[src/rtl/i2c_slave_pkg.sv]
// rtl/i2c_slave_pkg.sv - shared types and constants for the i2c_slave_mem slave
package i2c_slave_pkg;

    typedef enum logic [2:0] {
        ST_IDLE,
        ST_ADDR,
        ST_ADDR_ACK,
        ST_WR_BYTE,
        ST_WR_ACK,
        ST_RD_BYTE,
        ST_RD_ACK,
        ST_IGNORE
    } i2c_slave_state_e;

    localparam logic I2C_RW_WRITE = 1'b0;
    localparam logic I2C_RW_READ  = 1'b1;
    localparam logic ACK          = 1'b0;
    localparam logic NACK         = 1'b1;

    localparam logic [3:0] BITS_PER_BYTE = 4'd8;

endpackage

[src/rtl/i2c_slave_mem_bus_sync.sv]
// rtl/i2c_slave_mem_bus_sync.sv - scl/sda synchronizers and bus event pulses
module i2c_bus_sync #(
    parameter int SYNC_STAGES = 2
) (
    input  logic clk_i,
    input  logic rst_i,
    input  logic scl_i,
    input  logic sda_i,
    output logic sda_s_o,
    output logic scl_rise_o,
    output logic scl_fall_o,
    output logic start_o,
    output logic stop_o
);

    logic [SYNC_STAGES-1:0] scl_sync_q;
    logic [SYNC_STAGES-1:0] sda_sync_q;
    logic                   scl_prev_q;
    logic                   sda_prev_q;
    logic                   scl_s;

    // Idle bus is high, so resetting to 1 avoids phantom edges after reset.
    always_ff @(posedge clk_i or posedge rst_i) begin
        if (rst_i) begin
            scl_sync_q <= '1;
            sda_sync_q <= '1;
            scl_prev_q <= 1'b1;
            sda_prev_q <= 1'b1;
        end else begin
            scl_sync_q <= {scl_sync_q[SYNC_STAGES-2:0], scl_i};
            sda_sync_q <= {sda_sync_q[SYNC_STAGES-2:0], sda_i};
            scl_prev_q <= scl_sync_q[SYNC_STAGES-1];
            sda_prev_q <= sda_sync_q[SYNC_STAGES-1];
        end
    end

    assign scl_s      = scl_sync_q[SYNC_STAGES-1];
    assign sda_s_o    = sda_sync_q[SYNC_STAGES-1];
    assign scl_rise_o = scl_s & ~scl_prev_q;
    assign scl_fall_o = ~scl_s & scl_prev_q;
    assign start_o    = scl_s & scl_prev_q & sda_prev_q & ~sda_s_o;
    assign stop_o     = scl_s & scl_prev_q & ~sda_prev_q & sda_s_o;

endmodule

[src/rtl/i2c_slave_mem.sv]
// rtl/i2c_slave_mem.sv - I2C slave with an EEPROM-style byte-addressed register file
module i2c_slave_mem
    import i2c_slave_pkg::*;
#(
    parameter logic [6:0] SLAVE_ADDR  = 7'h22,
    parameter int         DATA_WIDTH  = 8,
    parameter int         MEM_DEPTH   = 16,
    parameter int         SYNC_STAGES = 2,
    localparam int        AW          = $clog2(MEM_DEPTH)
) (
    input  logic                  clk_i,
    input  logic                  rst_i,
    input  logic                  scl_i,
    input  logic                  sda_i,
    output logic                  sda_o,
    output logic                  busy_o,
    output logic                  wr_strobe_o,
    output logic [AW-1:0]         wr_addr_o,
    output logic [DATA_WIDTH-1:0] wr_data_o,
    output logic                  rd_strobe_o,
    output logic [AW-1:0]         rd_addr_o
);

    logic sda_s, scl_rise, scl_fall, bus_start, bus_stop;

    i2c_bus_sync #(
        .SYNC_STAGES(SYNC_STAGES)
    ) u_bus_sync (
        .clk_i      (clk_i),
        .rst_i      (rst_i),
        .scl_i      (scl_i),
        .sda_i      (sda_i),
        .sda_s_o    (sda_s),
        .scl_rise_o (scl_rise),
        .scl_fall_o (scl_fall),
        .start_o    (bus_start),
        .stop_o     (bus_stop)
    );

    i2c_slave_state_e      state_q;
    logic [3:0]            bit_cnt_q;
    logic [DATA_WIDTH-1:0] shift_q;
    logic [AW-1:0]         ptr_q;
    logic                  first_byte_q;
    logic                  master_ack_q;
    logic                  sda_q;
    logic                  busy_q;
    logic                  wr_strobe_q;
    logic [AW-1:0]         wr_addr_q;
    logic [DATA_WIDTH-1:0] wr_data_q;
    logic                  rd_strobe_q;
    logic [AW-1:0]         rd_addr_q;
    logic [DATA_WIDTH-1:0] mem_q [MEM_DEPTH];

    // General call is never answered, even if SLAVE_ADDR is set to zero.
    logic addr_match;
    assign addr_match = (shift_q[7:1] == SLAVE_ADDR) && (SLAVE_ADDR != 7'h00);

    always_ff @(posedge clk_i or posedge rst_i) begin
        if (rst_i) begin
            state_q      <= ST_IDLE;
            bit_cnt_q    <= '0;
            shift_q      <= '0;
            ptr_q        <= '0;
            first_byte_q <= 1'b0;
            master_ack_q <= NACK;
            sda_q        <= 1'b1;
            busy_q       <= 1'b0;
            wr_strobe_q  <= 1'b0;
            wr_addr_q    <= '0;
            wr_data_q    <= '0;
            rd_strobe_q  <= 1'b0;
            rd_addr_q    <= '0;
            for (int i = 0; i < MEM_DEPTH; i++) begin
                mem_q[i] <= '0;
            end
        end else begin
            wr_strobe_q <= 1'b0;
            rd_strobe_q <= 1'b0;
            if (bus_stop) begin
                state_q   <= ST_IDLE;
                bit_cnt_q <= '0;
                sda_q     <= 1'b1;
                busy_q    <= 1'b0;
            end else if (bus_start) begin
                state_q   <= ST_ADDR;
                bit_cnt_q <= '0;
                sda_q     <= 1'b1;
            end else begin
                case (state_q)
                    ST_ADDR: begin
                        if (scl_rise && bit_cnt_q < BITS_PER_BYTE) begin
                            shift_q   <= {shift_q[DATA_WIDTH-2:0], sda_s};
                            bit_cnt_q <= bit_cnt_q + 4'd1;
                        end else if (scl_fall && bit_cnt_q == BITS_PER_BYTE) begin
                            if (addr_match) begin
                                state_q <= ST_ADDR_ACK;
                                sda_q   <= ACK;
                                busy_q  <= 1'b1;
                            end else begin
                                state_q <= ST_IGNORE;
                            end
                        end
                    end
                    ST_ADDR_ACK: begin
                        if (scl_fall) begin
                            bit_cnt_q <= '0;
                            if (shift_q[0] == I2C_RW_WRITE) begin
                                state_q      <= ST_WR_BYTE;
                                sda_q        <= 1'b1;
                                first_byte_q <= 1'b1;
                            end else begin
                                state_q     <= ST_RD_BYTE;
                                shift_q     <= mem_q[ptr_q];
                                sda_q       <= mem_q[ptr_q][DATA_WIDTH-1];
                                rd_strobe_q <= 1'b1;
                                rd_addr_q   <= ptr_q;
                            end
                        end
                    end
                    ST_WR_BYTE: begin
                        if (scl_rise && bit_cnt_q < BITS_PER_BYTE) begin
                            shift_q   <= {shift_q[DATA_WIDTH-2:0], sda_s};
                            bit_cnt_q <= bit_cnt_q + 4'd1;
                        end else if (scl_fall && bit_cnt_q == BITS_PER_BYTE) begin
                            state_q <= ST_WR_ACK;
                            sda_q   <= ACK;
                            if (first_byte_q) begin
                                ptr_q        <= shift_q[AW-1:0];
                                first_byte_q <= 1'b0;
                            end else begin
                                mem_q[ptr_q] <= shift_q;
                                wr_strobe_q  <= 1'b1;
                                wr_addr_q    <= ptr_q;
                                wr_data_q    <= shift_q;
                                ptr_q        <= ptr_q + 1'b1;
                            end
                        end
                    end
                    ST_WR_ACK: begin
                        if (scl_fall) begin
                            state_q   <= ST_WR_BYTE;
                            sda_q     <= 1'b1;
                            bit_cnt_q <= '0;
                        end
                    end
                    ST_RD_BYTE: begin
                        if (scl_rise && bit_cnt_q < BITS_PER_BYTE) begin
                            bit_cnt_q <= bit_cnt_q + 4'd1;
                        end else if (scl_fall && bit_cnt_q == BITS_PER_BYTE) begin
                            state_q <= ST_RD_ACK;
                            sda_q   <= 1'b1;
                            ptr_q   <= ptr_q + 1'b1;
                        end else if (scl_fall && bit_cnt_q != 4'd0) begin
                            shift_q <= {shift_q[DATA_WIDTH-2:0], 1'b0};
                            sda_q   <= shift_q[DATA_WIDTH-2];
                        end
                    end
                    ST_RD_ACK: begin
                        if (scl_rise) begin
                            master_ack_q <= sda_s;
                        end else if (scl_fall) begin
                            bit_cnt_q <= '0;
                            if (master_ack_q == ACK) begin
                                state_q     <= ST_RD_BYTE;
                                shift_q     <= mem_q[ptr_q];
                                sda_q       <= mem_q[ptr_q][DATA_WIDTH-1];
                                rd_strobe_q <= 1'b1;
                                rd_addr_q   <= ptr_q;
                            end else begin
                                state_q <= ST_IGNORE;
                            end
                        end
                    end
                    default: ;
                endcase
            end
        end
    end

    assign sda_o       = sda_q;
    assign busy_o      = busy_q;
    assign wr_strobe_o = wr_strobe_q;
    assign wr_addr_o   = wr_addr_q;
    assign wr_data_o   = wr_data_q;
    assign rd_strobe_o = rd_strobe_q;
    assign rd_addr_o   = rd_addr_q;

endmodule

[config.mk]
export PLATFORM = sky130hd
export DESIGN_NAME = i2c_slave_mem
export DESIGN_NICKNAME = d
export VERILOG_FILES = /design/src/rtl/i2c_slave_pkg.sv /design/src/rtl/i2c_slave_mem_bus_sync.sv /design/src/rtl/i2c_slave_mem.sv
export SDC_FILE = /design/constraint.sdc
export NUM_CORES = 1
export LEC_CHECK = 0
export BUFFER_PORTS_ARGS = -buffer_cell sky130_fd_sc_hd__buf_2
export CAP_MARGIN = 20
export CELL_PAD_IN_SITES_DETAIL_PLACEMENT = 0
export CELL_PAD_IN_SITES_GLOBAL_PLACEMENT = 2
export CORE_MARGIN = 2
export CORE_UTILIZATION = 49
export CTS_CLUSTER_DIAMETER = 150
export DETAILED_ROUTE_END_ITERATION = 8
export GPL_ROUTABILITY_DRIVEN = 0
export MAX_ROUTING_LAYER = met4
export PLACE_DENSITY_LB_ADDON = 0.1
export SYNTH_ARGS = -nofsm -noshare
export SYNTH_HDL_FRONTEND = slang
export SYNTH_SLANG_ARGS = --single-unit
[constraint.sdc]
create_clock -name clk_i -period 8.6 [get_ports clk_i]
set_input_delay 0 -clock clk_i [delete_from_list [all_inputs] [get_ports clk_i]]
set_output_delay 0 -clock clk_i [all_outputs]
set_load 0.02 [all_outputs]
# Word-level counts from Yosys, hierarchy flattened
# Cells that the tools add are included.
[op_classes]
reduce_logical = 28
mux = 90
order_cmp = 3
n_mul = 0
n_eq_ne = 37
shifts = 0
bitwise_logic = 16
div = 0
addsub = 2
[op_table]
columns = ["op", "n"]
rows = [
  ["bitwise mux 128 bit", 1],
  ["two-way mux 8 bit", 12],
  ["two-way mux 4 bit", 15],
  ["!= test 4 bit (second input constant)", 12],
  ["two-way mux 3 bit", 14],
  ["two-way mux 1 bit", 37],
  ["binary-select mux 8 bit (select 4 bit)", 1],
  ["demux 8 bit (select 4 bit)", 1],
  ["one-hot mux 8 bit (4 select lines)", 1],
  ["!= test 2 bit (second input constant)", 13],
  ["AND reduction 11 bit", 2],
  ["one-hot mux 3 bit (6 select lines)", 1],
  ["one-hot mux 4 bit (2 select lines)", 2],
  ["AND reduction 7 bit", 2],
  ["AND reduction 13 bit", 1],
  ["one-hot mux 4 bit (3 select lines)", 1],
  ["AND reduction 12 bit", 1],
  ["nonzero test 2 bit", 6],
  ["== test 3 bit (second input constant)", 3],
  ["adder 4 x 1 -> 4 bit (second input constant)", 2],
  ["NOT 1 bit", 8],
  ["AND reduction 8 bit", 1],
  ["nonzero test 4 bit", 2],
  ["nonzero test 8 bit", 1],
  ["23 further kinds", 36],
]
[word_totals]
wordCells = 210
mem_bits_ro = 0
latch_bits = 0
register_bits = 175
memories = 0
ramBits = 0
input_bits = 4

# Logic depth before layout (Yosys ltp)
# Gate-level depths: netlist of run 1.
[depth]
word_depth = 10
ltp_mapped = 9
depth_no_buf = 7

# Hierarchy
# Synthesis of run 1 repeated with hierarchy kept, for this count alone.
[unflattened]
hier_cells = 577
area_unflattened_um2 = 8413.1
[by_module_without_submodules]
columns = ["module", "instances", "cells_each", "area_each_um2"]
rows = [
  ["i2c_slave_mem", 1, 566, 8219.1],
  ["i2c_bus_sync", 1, 11, 193.9],
]

# Least setup slack after synthesis of run 1
# OpenSTA, ideal clock, no wires.
[synth_path]
kind = "flip-flop to flip-flop"
startpoint = "register bit_cnt_q[0]"
endpoint = "register mem_q[40] (netlist name)"
setup_ps = 125
setup_slack_ps = 6539
path_stages_with_launch = 10
arrival_time_ps = 1937
synth_period_minus_slack_ps = 2061
n_path_buf = 2
required_time_ps = 8475
cell_sequence = "dfrtp_1 -> inv_1 -> ha_1 -> and3b_1 -> nand3_2 -> nor3_2 -> buf_2 -> and4b_1 -> buf_4 -> mux2_2"
[synth_between]
elab_chain_len = 4
word_cells_on_any_way = 6
[synth_rtl]
columns = ["element", "line", "text"]
rows = [
  ["from (decl)", "i2c_slave_mem.sv:41", "logic [3:0] bit_cnt_q;"],
  ["from (signal assigned)", "i2c_slave_mem.sv:94", "bit_cnt_q <= bit_cnt_q + 4'd1;"],
  ["from (signal assigned)", "i2c_slave_mem.sv:124", "bit_cnt_q <= bit_cnt_q + 4'd1;"],
  ["from (signal assigned)", "i2c_slave_mem.sv:149", "bit_cnt_q <= bit_cnt_q + 4'd1;"],
  ["less-than comparator 4 bit", "i2c_slave_mem.sv:122", "if (scl_rise && bit_cnt_q < BITS_PER_BYTE) begin"],
  ["logical AND 1 bit", "i2c_slave_mem.sv:122", ""],
  ["NOT 1 bit (no source line)", "-", ""],
  ["AND reduction 6 bit (no source line) (*)", "-", ""],
  ["to (signal, indexed assignment)", "i2c_slave_mem.sv:132", "mem_q[ptr_q] <= shift_q;"],
  ["to (decl)", "i2c_slave_mem.sv:53", "logic [DATA_WIDTH-1:0] mem_q [MEM_DEPTH];"],
]
# Mark *: on every way between the ends. The rest lies on a longest branch, timed or not.
# A chain may end at the register's enable or synchronous reset.

# Worst setup path in the final report of run 1
[layout_path]
startpoint = "register shift_q[0]"
endpoint = "register rd_addr_q[1], in the netlist rd_addr_o[1]"
[layout_between]
elab_chain_len = 2
[layout_rtl]
columns = ["element", "line", "text"]
rows = [
  ["from (decl)", "i2c_slave_mem.sv:42", "logic [DATA_WIDTH-1:0] shift_q;"],
  ["from (signal assigned)", "i2c_slave_mem.sv:93", "shift_q <= {shift_q[DATA_WIDTH-2:0], sda_s};"],
  ["from (signal assigned)", "i2c_slave_mem.sv:114", "shift_q <= mem_q[ptr_q];"],
  ["from (signal assigned)", "i2c_slave_mem.sv:123", "shift_q <= {shift_q[DATA_WIDTH-2:0], sda_s};"],
  ["!= test 2 bit (no source line)", "-", ""],
  ["AND reduction 8 bit (no source line)", "-", ""],
  ["to (signal assigned)", "i2c_slave_mem.sv:117", "rd_addr_q <= ptr_q;"],
  ["to (signal assigned)", "i2c_slave_mem.sv:169", "rd_addr_q <= ptr_q;"],
  ["to (decl)", "i2c_slave_mem.sv:52", "logic [AW-1:0] rd_addr_q;"],
]
# No other way between the ends.

==> impl_metrics.toml, run 1 <==
[routing]
via_count = 4978
wl_mm = 18.9
routedWlPerCell_um = 22.6
ant_nets = 0
dr.first_iter.drc_count = 295
firstDrtPassIters = 4
vias_per_cell = 5.96
post-route-drc-count = 0

[hold_path]
hold_path.class = "in2reg"

[floorplan]
start_util_pct = 50.4
io_pins = 24
die_w_um = 135
die-area_sq_um = 18300
die_y_um = 135
num_rows = 47
placeableCoreArea_sq_um = 16700

[cells_and_area]
n_antenna_cell = 0
area_delta_synth_final_pct = 10.1
post-route-util_pct = 55.5
ff_latch_area_sq_um = 4390
drive_above_1_share_pct = 42.8
num-fill-cells = 1433
fin_nets = 612
finalInstanceArea_sq_um = 9270
multi_input_area_sq_um = 3700

[placement]
dpl_cell_area_sq_um = 8570
hpwl_mm = 11.9
port_buffers = 23

[timing]
relSlewSlack_pct = 39.7
finalCritPeriodShare_pct = 33.3
fmax_ghz = 0.350
rsz0062_at_grt = "no"
fin_skew_ps = 8.54
finalSetupViolCount = 0
fin_tns_setup_ps = 0
hold_viol_final = 0
worst_pin_slew_ps = 904
min_period_ps = 2860
hold_slack_ps = 235
maxSlewViolCount = 0

[clocking]
clk_pin_slew_ps = 70
postCtsHoldBufs = 3
cts_max_level = 4
cts.sinks = 175
cts_tree = "yes"
root_buffer = "clkbuf_16"
clkLatencyLatePin_ps = 420
cts.path.max_buffers = 2
cts_buffers = 17
post_cts_buffers = 0
cts_resized = 0

[yosys]
synth_xor_area_share_pct = 0.208
synth_fa_ha_area_share_pct = 0.891
synth_edf_count = 0
synthMuxAreaShare_pct = 29.0
synthTopCellsByArea = "dfrtp_1, mux2_2, mux4_2, dfstp_2, buf_4"
synth_top_family_by_area = "multiplexers"
synth_top_area_cell = "dfrtp_1"
synth_top_area_share_pct = 49.6
syn_nets = 616
synth_seq_area_share_pct = 52.1
syn_inst = 606
synth_simple_gate_area_share_pct = 7.96
synth.cells.most_frequent = "dfrtp_1, mux2_2, mux4_2"
synth.avg_cell_area_sq_um = 13.9
synth_compound_area_share_pct = 5.76
syn-cell-area_sq_um = 8420
ys_seq_elements = 175
yosysWarnings = 0
synth.most_common_cell = "dfrtp_1"
synth-async-reset-ratio_pct = 100
synth_cell_types = 69
synthFlopType = "dfrtp_1"

[global_routing]
grt_pass1_wl_mm = 30.3
grt_antenna_before_repair = 0
grt_max_degree = 90
first_global_vias = 5110
grt_overflow = 0
grt.total_usage_pct = 22.9

[critical_path]
crit_required_ps = 8900
worstSetupEndpointType = "register"
critPathKind = "reg2reg"
startpoint_type = "register"
critPathMaxFanout = 24
worstPathArrival_ps = 3160

[flow_run]
maxCapViolCount = 0

[power_and_ir_drop]
power.density_nw_per_um2 = 241
vdd_drop_max_uv = 167
power_mw = 2.23
leakage_nw = 4.38

[outcome]
status = "completed"
==> path summary, 6_finish.rpt <==
kind | start | to | slack (ps) | cells past startpoint
min in group asynchronous | rst_i | mem_q[108] | 290 | 3
max reg2reg | shift_q[0] | rd_addr_o[1] | 5740 | 5
max | shift_q[0] | rd_addr_o[1] | 5740 | 5
max in group asynchronous | rst_i | mem_q[8] | 7000 | 5
min reg2reg | u_bus_sync.sda_sync_q[0] | u_bus_sync.sda_sync_q[1] | 360 | 0
min | sda_i | u_bus_sync.sda_sync_q[0] | 240 | 2
==> layout by cell type, fill, tap and decap left out, drive strengths merged, types with 9 or more instances in the layout <==
| cell | count |
|---|---|
| o21ai | 14 |
| nor2 | 27 |
| mux2 | 146 |
| dfrtp | 167 |
| nand2 | 12 |
| clkbuf | 20 |
| mux4 | 32 |
| buf | 28 |
| a21oi | 9 |
| a22o | 11 |
| inv | 19 |
| nand3 | 14 |
==> power breakdown <==
| group | internal (mW) | switching (mW) | leakage (nW) |
|---|---|---|---|
| clock | 0.506 | 0.326 | 0.317 |
| sequential | 0.869 | 0.173 | 2.40 |
| combinational | 0.148 | 0.210 | 1.67 |
| total | 1.52 | 0.709 | 4.38 |
==> through the flow <==
| step | worst slack [ps] | instances |
|---|---|---|
| after floorplan | 3870 | 606 |
| after global placement | 5790 | 799 |
| after detailed placement | 5770 | 799 |
| after CTS | 5740 | 834 |
| after global routing | 5540 | 835 |
| final | 5740 | 835 |
==> layer usage <==
| layer | track usage (%) | vias up | routed length, um |
|---|---|---|---|
| met5 | - | - | 0 |
| met4 | 4.17 | 0 | 102 |
| met3 | 4.24 | 6 | 905 |
| met2 | 35.1 | 93 | 9040 |
| met1 | 32.6 | 2656 | 8860 |
| li1 | - | 2223 | - |
==> layout make-up <==
cell class	count	share of cell area (%)
multi-input combinational	361	39.9
timing repair buffer	31	2.19
sequential	175	47.4
inverter	16	0.702
clock inverter	12	1.96
tap	220	2.97
clock buffer	20	4.93
==> cells by family after synthesis <==
kind of cell	count (synthesis)
simple gates	103
buf+inv	70
compound gates	65
xor+xnor	2
mux	185
flops	175
fa+ha+maj	6
==> state kept, by name (all words and copies together) (netlist names), 2 cells and up <==
name and flops:
rd_addr_o 4, wr_data_o 8, state_q 3, shift_q 8, wr_addr_o 4, bit_cnt_q 4
ptr_q 4, mem_q 128, u_bus_sync.sda_sync_q 2, u_bus_sync.scl_sync_q 2
==> critical path: stages (launching register included) <==
cell and delay [ps]:
dfrtp_1 850, nor4b_1 180, o21ba_2 310, nor4b_4 660, nand2b_2 350, mux2_4 370
(Power assumes the default switching activity.)
==> run 2, diff against run 1 <==
ABC_AREA = 1   (was unset)
CORE_UTILIZATION = 38   (was 49)
clock period = 2.7 ns   (was 8.6 ns; I/O delays follow)
==> impl_metrics.toml, run 2 <==
[clocking]
clkLatencyLatePin_ps = 430
cts_resized = 0
cts_max_level = 4
cts_tree = "yes"
post_cts_buffers = 0
cts_buffers = 17
cts.sinks = 175
clk_pin_slew_ps = 70
root_buffer = "clkbuf_16"
cts.path.max_buffers = 2

[hold_path]
hold_path.class = "in2async"

[floorplan]
die_w_um = 158
io_pins = 24
start_util_pct = 38.5
die-area_sq_um = 24900
die_y_um = 158
placeableCoreArea_sq_um = 23300
num_rows = 56

[power_and_ir_drop]
p_sw_share_pct = 36.5
comb_power_share_pct = 27.5
power_frac_seq_pct = 37.5
pwr-share-clk_pct = 35.0
switchingPower_mw = 2.86
power.density_nw_per_um2 = 775
vdd_drop_max_uv = 392
leakage_nw = 5.12
cell_internal_pwr_mw = 4.96

[cells_and_area]
final_cells = 1435
largest_reg_flops = 128
post-route-util_pct = 43.2
area_delta_synth_final_pct = 12.3
n_antenna_cell = 0
mostFrequentLayoutCell = "nand2_1"
top_register = "mem_q"
fin_nets = 1113
final_cell_mix = "nand2_1, dfrtp_1, nor2_1"
drive_above_1_share_pct = 20.0

[timing]
finalCritPeriodShare_pct = 80.9
fin_skew_ps = 13.8
fmax_ghz = 0.458
worst_slack_ps = 516
rsz0062_at_grt = "no"
finalSetupViolCount = 0
min_period_ps = 2180
maxSlewViolCount = 0
hold_viol_final = 0
worst_pin_slew_ps = 645
relSlewSlack_pct = 56.9
fin_tns_setup_ps = 0

[yosys]
synth-async-reset-ratio_pct = 100
synth_top_area_share_pct = 46.5
synthFlopType = "dfrtp_1"
synth_seq_area_share_pct = 48.9
synth_cell_types = 34
synth.cells.most_frequent = "nand2_1, dfrtp_1, nor2_1"
syn_inst = 1092
yosysWarnings = 0
synth_edf_count = 0
syn_nets = 1102
synth.most_common_cell = "nand2_1"
synth.avg_cell_area_sq_um = 8.23
syn-cell-area_sq_um = 8980
synth_top_area_cell = "dfrtp_1"
synthTopCellsByArea = "dfrtp_1, nand2_1, o21ai_2, o21ai_0, nor2_1"
ys_seq_elements = 175

[outcome]
status = "completed"

[global_routing]
met1_usage_pct = 30.4
grt_pass1_wl_mm = 38.8
grt_overflow = 0
grt_antenna_before_repair = 0
first_global_vias = 6633
grt_max_degree = 69
grt.total_usage_pct = 21.1
use_met3_pct = 2.44
top_usage_layer = "met2"
grtUsageMet2_pct = 31.5

[routing]
post-route-drc-count = 0
wl_mm = 24.3
routedWlPerCell_um = 16.9
ant_nets = 0
firstDrtPassIters = 5
via_count = 6964
vias_per_cell = 4.85
dr.first_iter.drc_count = 490

[critical_path]
crit_required_ps = 3000
startpoint_type = "register"
critPathMaxFanout = 16
worstSetupEndpointType = "register"
critPathKind = "reg2reg"
worstPathArrival_ps = 2480

[placement]
dp.cells = 1400
port_buffers = 23
hpwl_mm = 15.5
pre_cts_slack_ps = 497

[flow_run]
maxCapViolCount = 0
run 2: changes by cell type in the layout (fill, tap and decap cells not counted), moves of 10 or more:
| cell | previous run | this run |
|---|---|---|
| nor2_1 | 27 | 98 |
| inv_1 | 14 | 46 |
| a21oi_1 | 9 | 19 |
| a22o_1 | 11 | 0 |
| mux2_2 | 140 | 1 |
| buf_4 | 4 | 20 |
| o21ai_1 | 0 | 43 |
| o21ai_2 | 0 | 87 |
| nand2_4 | 0 | 16 |
| nand2_2 | 0 | 12 |
| mux4_2 | 32 | 0 |
| nand2_1 | 12 | 388 |
| nand3_1 | 11 | 27 |
| o21ai_0 | 14 | 74 |
run 2: cells by family (layout without fill, tap and decap cells):
kind of cell / count (synthesis) / count (layout) / synth area share, %
simple gates: 557 / 557 / 26.6
compound gates: 235 / 235 / 17.0
flops: 175 / 175 / 48.9
buf+inv: 118 / 142 / 6.56
fa+ha+maj: 6 / 6 / 0.836
mux: 1 / 1 / 0.125
run 2: area by class of cell:
class	count	area, sq um
clock buffers	19	443
clock inverters	13	198
fillers	2446	13200
inverters	57	218
multi-input cells	799	4010
flip-flops and latches	175	4390
well taps	319	399
repair buffers	53	435
run 2: what timing repair did:
action	in CTS	in global routing
endpoints found under the setup margin	0	0
endpoints found under the hold margin	116	0
hold buffers	3	0
run 2: layer usage:
layer,part of all wire (%),vias to the layer above
met1,51,3328
met4,1.4,0
met3,2.3,20
li1,-,3535
met5,0,-
met2,45,81
run 2: final timing paths:
path / from / end / slack (ps) / depth (start not counted)
min in group clk_i: scl_i / u_bus_sync.scl_sync_q[0] / 200 / 2
max in group asynchronous: rst_i / sda_o / 1770 / 5
setup / recovery: u_bus_sync.scl_prev_q / mem_q[54] / 520 / 11
hold / removal: rst_i / mem_q[9] / 90 / 3
hold reg to reg: u_bus_sync.sda_sync_q[0] / u_bus_sync.sda_sync_q[1] / 360 / 0
setup reg to reg: u_bus_sync.scl_prev_q / mem_q[54] / 520 / 11
run 2: metrics by stage:
step	area [sq um]	power (mW)	hold WS [ps]
after global routing	10100	8.26	116
after floorplan	8990	4.41	4.48
after global placement	9420	5.17	3.35
after CTS	10100	7.92	84.4
final	10100	7.82	89.0
after detailed placement	9420	5.16	4.07
run 2: power by group through the flow:
stage / combinational, mW / clock [mW] / sequential [mW]
2_1_floorplan: 1.43 / 0 / 2.98
3_3_place_gp: 2.19 / 0 / 2.98
3_5_place_dp: 2.18 / 0 / 2.98
4_1_cts: 2.19 / 2.81 / 2.93
5_1_grt: 2.41 / 2.90 / 2.95
6_report: 2.15 / 2.74 / 2.93
run 2: critical path: stages, from the launching register on:
cell	delay, ps
dfstp_2	550
inv_2	50
nor2_4	170
nand4_4	160
inv_2	110
nand2_2	50
inv_2	60
nand2_2	230
nor2_8	270
nand2_4	200
nand2_1	120
o21ai_2	50
